<file path="config.mk">
export PLATFORM = sky130hd
export DESIGN_NAME = xdma_id_allocator
export DESIGN_NICKNAME = d
export VERILOG_FILES = /design/src/rtl/xdma_id_alloc_pkg.sv /design/src/rtl/find_first_one_idx.sv /design/src/rtl/xdma_id_allocator.sv
export SDC_FILE = /design/constraint.sdc
export NUM_CORES = 1
export LEC_CHECK = 0
export CAP_MARGIN = 20
export CORE_ASPECT_RATIO = 0.7
export CORE_UTILIZATION = 34
export CTS_CLUSTER_DIAMETER = 80
export DETAILED_ROUTE_END_ITERATION = 16
export GPL_ROUTABILITY_DRIVEN = 1
export HOLD_SLACK_MARGIN = 0.12
export SYNTH_ARGS = -nofsm -noshare
export SYNTH_HDL_FRONTEND = slang
export SYNTH_HIERARCHICAL = 1
export SYNTH_SLANG_ARGS = --single-unit
</file>
<file path="constraint.sdc">
create_clock -name clk_i -period 2.6 [get_ports clk_i]
set_clock_uncertainty 0.2 [all_clocks]
set_input_delay 0.26 -clock clk_i [delete_from_list [all_inputs] [get_ports clk_i]]
set_output_delay 0.26 -clock clk_i [all_outputs]
set_load 0.01 [all_outputs]
</file>
<file path="src/rtl/xdma_id_alloc_pkg.sv">
// Shared types and helpers for the XDMA transaction-ID allocator.
// Latency: n/a (types only). Backpressure: n/a.
package xdma_id_alloc_pkg;

  localparam int unsigned MaxN = 64;

  typedef enum logic {
    IDLE  = 1'b0,
    OFFER = 1'b1
  } alloc_state_e;

  // Decode idx to a one-hot mask; indices at or beyond n decode to zero.
  function automatic logic [MaxN-1:0] onehot(input logic [5:0] idx, input int unsigned n);
    logic [MaxN-1:0] m;
    m = '0;
    if (32'(idx) < n) m[idx] = 1'b1;
    return m;
  endfunction

endpackage

</file>
<file path="src/rtl/find_first_one_idx.sv">
// Lowest-set-bit priority encoder: valid_o=|in_i, idx_o=index of lowest set bit (0 if none).
// Latency: combinational. Backpressure: none.
module find_first_one_idx #(
  parameter int unsigned N = 8,
  localparam int unsigned IdxW = (N > 1) ? $clog2(N) : 1
) (
  input  logic [N-1:0]    in_i,
  output logic            valid_o,
  output logic [IdxW-1:0] idx_o
);

  always_comb begin
    valid_o = |in_i;
    idx_o   = '0;
    for (int i = N - 1; i >= 0; i--) begin
      if (in_i[i]) idx_o = IdxW'(i);
    end
  end

endmodule

</file>
<file path="src/rtl/xdma_id_allocator.sv">
// Outstanding-ID tracker: offers lowest free ID on valid/ready, takes IDs back on a release port.
// Latency: registered offer, 1 ID/cycle back-to-back; release-to-offer from full is 2 cycles (1 with XDMA_ID_ALLOC_BYPASS_EN).
// Backpressure: a pending offer holds stable while ready is low; illegal releases are dropped and flagged on err_o.
module xdma_id_allocator
  import xdma_id_alloc_pkg::*;
#(
  parameter int unsigned N = 8,
  localparam int unsigned IdxW = (N > 1) ? $clog2(N) : 1,
  localparam int unsigned CntW = $clog2(N + 1)
) (
  input  logic            clk_i,
  input  logic            rst_ni,
  output logic            alloc_valid_o,
  input  logic            alloc_ready_i,
  output logic [IdxW-1:0] alloc_idx_o,
  input  logic            free_valid_i,
  input  logic [IdxW-1:0] free_idx_i,
  output logic [N-1:0]    busy_mask_o,
  output logic [CntW-1:0] count_o,
  output logic            full_o,
  output logic            empty_o,
  output logic            err_o
);

  localparam logic [N-1:0] ValidMask = '1;

  alloc_state_e    state_q, state_d;
  logic [IdxW-1:0] offer_idx_q, offer_idx_d;
  logic [N-1:0]    busy_q, busy_d;
  logic [CntW-1:0] count_q, count_d;
  logic            err_q, err_d;

  logic            accept;
  logic [N-1:0]    accept_onehot;
  logic [N-1:0]    free_onehot;
  logic            free_hit;
  logic [N-1:0]    free_clr;
  logic [N-1:0]    next_free;
  logic            ffo_valid;
  logic [IdxW-1:0] ffo_idx;

  assign alloc_valid_o = (state_q == OFFER);
  assign alloc_idx_o   = offer_idx_q;
  assign busy_mask_o   = busy_q;
  assign count_o       = count_q;
  assign full_o        = (count_q == CntW'(N));
  assign empty_o       = (count_q == '0);
  assign err_o         = err_q;

  assign accept        = alloc_valid_o & alloc_ready_i;
  assign accept_onehot = accept ? N'(onehot(6'(offer_idx_q), N)) : '0;

  // Out-of-range and not-busy releases (including the ID on offer) never hit.
  assign free_onehot   = N'(onehot(6'(free_idx_i), N));
  assign free_hit      = free_valid_i & (|(free_onehot & busy_q));
  assign free_clr      = free_hit ? free_onehot : '0;

`ifdef XDMA_ID_ALLOC_BYPASS_EN
  assign next_free = (~busy_q & ~accept_onehot & ValidMask) | free_clr;
`else
  assign next_free = ~busy_q & ~accept_onehot & ValidMask;
`endif

  find_first_one_idx #(.N(N)) u_ffo (
    .in_i    (next_free),
    .valid_o (ffo_valid),
    .idx_o   (ffo_idx)
  );

  always_comb begin
    state_d     = state_q;
    offer_idx_d = offer_idx_q;
    busy_d      = (busy_q | accept_onehot) & ~free_clr;
    count_d     = count_q + CntW'(accept) - CntW'(free_hit);
    err_d       = free_valid_i & ~free_hit;
    // Only a stalled offer holds; IDLE and accepted offers reload every cycle.
    if (!(state_q == OFFER && !alloc_ready_i)) begin
      state_d     = ffo_valid ? OFFER : IDLE;
      offer_idx_d = ffo_idx;
    end
  end

  always_ff @(posedge clk_i or negedge rst_ni) begin
    if (!rst_ni) begin
      state_q     <= IDLE;
      offer_idx_q <= '0;
      busy_q      <= '0;
      count_q     <= '0;
      err_q       <= 1'b0;
    end else begin
      state_q     <= state_d;
      offer_idx_q <= offer_idx_d;
      busy_q      <= busy_d;
      count_q     <= count_d;
      err_q       <= err_d;
    end
  end

endmodule
</file>
==> flow_metrics.env <==
export IMPL_status="finished clean"
export IMPL_drtIter0Drc=58
export IMPL_hold_viol_final=0
export IMPL_wl_per_cell_um=15.1
export IMPL_finalWirelength_um=2450
export IMPL_yosys_warnings=6
export IMPL_port_buffers=25
export IMPL_num_vias=854
export IMPL_cp_cell_sequence="clkdlybuf4s50_1, nor2b_4, nor2b_1, o31a_2, ha_1, inv_1, ha_1, inv_1, fa_1, xnor2_1"
export IMPL_dieArea_um2=3120
export IMPL_fin_ws_ns=0.166
export IMPL_clock_path_buffers=2
export IMPL_grt_max_degree=18
export IMPL_drive_gt1_frac=0.133
export IMPL_rsz0062_at_grt="no"
export IMPL_min_path_type="input pin to asynchronous set/reset pin"
export IMPL_slew_headroom=0.470
export IMPL_clk_latency_ns=0.26
export IMPL_dp_hpwl_um=1880
export IMPL_synth_distinct_cells=31
export IMPL_post_route_cell_area_um2=1370
export IMPL_ir_worst_vdd_v=0.000524
export IMPL_grt_overflow=0
export IMPL_critical_path_max_stage_delay_ns=0.44
export IMPL_antenna_found_initial=0
export IMPL_synth_seq_cells=17
export IMPL_crit_slowest_cell="clkdlybuf4s50_1"
export IMPL_crit_type="input pin to flip-flop"
export IMPL_synth_xor_area_share=0.0178
export IMPL_fin_crit_ns=2.43
export IMPL_cp_max_fo=2
export IMPL_dr_pass1_iters=4
export IMPL_cts_setup_buffers=0
export IMPL_final_cells=162
export IMPL_core_area_um2=2610
export IMPL_diodes=0
export IMPL_clock_root_buffer="clkbuf_8"
export IMPL_synth_edff_count=0
export IMPL_mappedNetlistArea_um2=985
export IMPL_yosys_mux_area_fraction=0.0750
export IMPL_finalSetupViolCount=0
export IMPL_die_h_um=47.0
export IMPL_final_common_cell="clkdlybuf4s50_1"
export IMPL_place_inst=158
export IMPL_crit_path_end_kind="flip-flop"
export IMPL_synthAdderAreaFrac=0.0966
export IMPL_final_period_utilization=0.936
export IMPL_synth_nets=107
export IMPL_grt_use_total=0.186
export IMPL_vias_per_cell=5.27
export IMPL_dpl_worst_slack_ns=-0.329
export IMPL_r2r_end="count_o[2]$_DFF_PN0_"
export IMPL_seq_area_frac_synth=0.432
export IMPL_ant_nets=0
export IMPL_drcViolationCount=0
export IMPL_start_kind="input pin"
export IMPL_r2r_start="busy_mask_o[5]$_DFF_PN0_"
export IMPL_gp_congestion=0.790
export IMPL_die_w_um=66.3
export IMPL_fmax_mhz=411
export IMPL_worstPathArrival_ns=2.38
export IMPL_dpl_cell_area_um2=1320
export IMPL_tritoncts="built"
export IMPL_nets=143
export IMPL_grt_pass1_wl_um=4100
export IMPL_synth_compound_area_frac=0.165
export IMPL_syn_to_final_growth_pct=38.8
export IMPL_async_flop_share=1.00
export IMPL_synthFlopType="dfrtp_1"
export IMPL_rows=15
export IMPL_htree_num_levels=1
export IMPL_powerDensity_nw_per_um2=1170
export IMPL_path_clk_slew_ns=0.07
export IMPL_synthSimpleGateAreaFrac=0.172
export IMPL_worst_pin_slew_ns=0.793
export IMPL_cts_hold_buf=0
export IMPL_drv_cap=0
export IMPL_clock_sinks=17
export IMPL_rrSetupSlack_ns=0.22
export IMPL_numCtsBuffers=3
export IMPL_reg2reg_depth=9
export IMPL_synth_cells=93
export IMPL_p_leak_nw=0.612
export IMPL_grt_pass1_vias=826
export IMPL_crit_required_ns=2.54
export IMPL_initial_utilization=0.377
export IMPL_synth_top_family_by_area="simple AND/OR/NAND/NOR gates"
export IMPL_avgSynthCellArea_um2=10.6
export IMPL_layout_common_cells="23 x clkdlybuf4s50_1, 17 x dfrtp_1, 8 x inv_1, 8 x a31oi_1, 8 x a21oi_1"
export IMPL_hold_ws_ns=0.260
export IMPL_ios=26
export IMPL_drv_slew=0
==> critical path, delay by kind of cell <==
family / cells / cell delay, ns
fa+ha+maj: 3 / 0.80
buf+inv: 3 / 0.55
compound gates: 1 / 0.34
xor+xnor: 1 / 0.14
simple gates: 2 / 0.28
==> routing by layer <==
| layer | part of all wire | vias up | track usage |
|---|---|---|---|
| li1 | - | 409 | - |
| met1 | 0.53 | 422 | 0.269 |
| met4 | 0.0033 | 0 | 0.0383 |
| met3 | 0.065 | 2 | 0.0680 |
| met5 | 0 | - | 0 |
| met2 | 0.41 | 21 | 0.267 |
==> cell type report <==
| type | count | area (um^2) |
|---|---|---|
| flip-flops and latches | 17 | 425 |
| clock buffers | 3 | 41.3 |
| clock inverters | 1 | 5.00 |
| multi-input cells | 67 | 518 |
| repair buffers | 32 | 304 |
| well taps | 34 | 42.5 |
| fillers | 234 | 1240 |
| inverters | 8 | 30.0 |
==> worst max path at each step <==
stage | to | from | slack (ns) | cells past startpoint
after floorplan | count_o[2]$_DFF_PN0_ | busy_mask_o[5]$_DFF_PN0_ | 0.35 | 9
after global placement | count_o[1]$_DFF_PN0_ | free_idx_i[1] | -0.23 | 10
after detailed placement | count_o[2]$_DFF_PN0_ | free_idx_i[1] | -0.33 | 10
after CTS | count_o[2]$_DFF_PN0_ | free_idx_i[0] | 0.04 | 10
after global routing | count_o[2]$_DFF_PN0_ | free_idx_i[2] | 0.02 | 10
final | count_o[2]$_DFF_PN0_ | free_idx_i[2] | 0.17 | 10
==> synth_stat cells (2+ instances only) <==
library cell / number / share of area
nand2_1: 2 / 0.0076
nor3b_1: 3 / 0.023
and3b_1: 2 / 0.018
nor2b_1: 6 / 0.038
dfrtp_1: 17 / 0.43
nand2b_1: 2 / 0.013
a31oi_1: 8 / 0.051
a21oi_1: 8 / 0.041
nor2_1: 5 / 0.019
a41oi_1: 2 / 0.018
ha_1: 6 / 0.076
inv_1: 8 / 0.030
mux2i_1: 4 / 0.041
mux2_2: 3 / 0.034
==> cells by family after synthesis <==
logic type / count (synthesis)
AND/OR/NAND/NOR: 26
AO/OA/AOI/OAI: 25
flip-flops: 17
buffers and inverters: 9
multiplexers: 7
adder cells (fa/ha/maj): 7
XOR/XNOR: 2
==> through the flow <==
step           utilization  power [mW]  TNS [ns]
5_1_grt              0.524        1.74         0
4_1_cts              0.523        1.61         0
6_report             0.524        1.60         0
3_5_place_dp         0.506        1.39    -0.892
2_1_floorplan            -       0.982         0
3_3_place_gp         0.506        1.37    -0.651
==> repair_timing <==
action / CTS / global route
gates cloned: 0 / 0
gates resized for setup: 1 / 1
endpoints found under the hold margin: 0 / 0
setup endpoints to repair: 3 / 3
==> sequential cells by signal, summed over array words and instances, names as in the netlist <==
| signal | count |
|---|---|
| alloc_idx_o | 3 |
| alloc_valid_o | 1 |
| busy_mask_o | 8 |
| count_o | 4 |
| err_o | 1 |
==> report_power, final <==
group          internal (mW)  switching, mW  leakage, nW
combinational          0.458          0.397        0.390
sequential             0.388          0.148        0.197
clock                  0.107         0.0982       0.0255
Power figures use the tool's default switching activity.
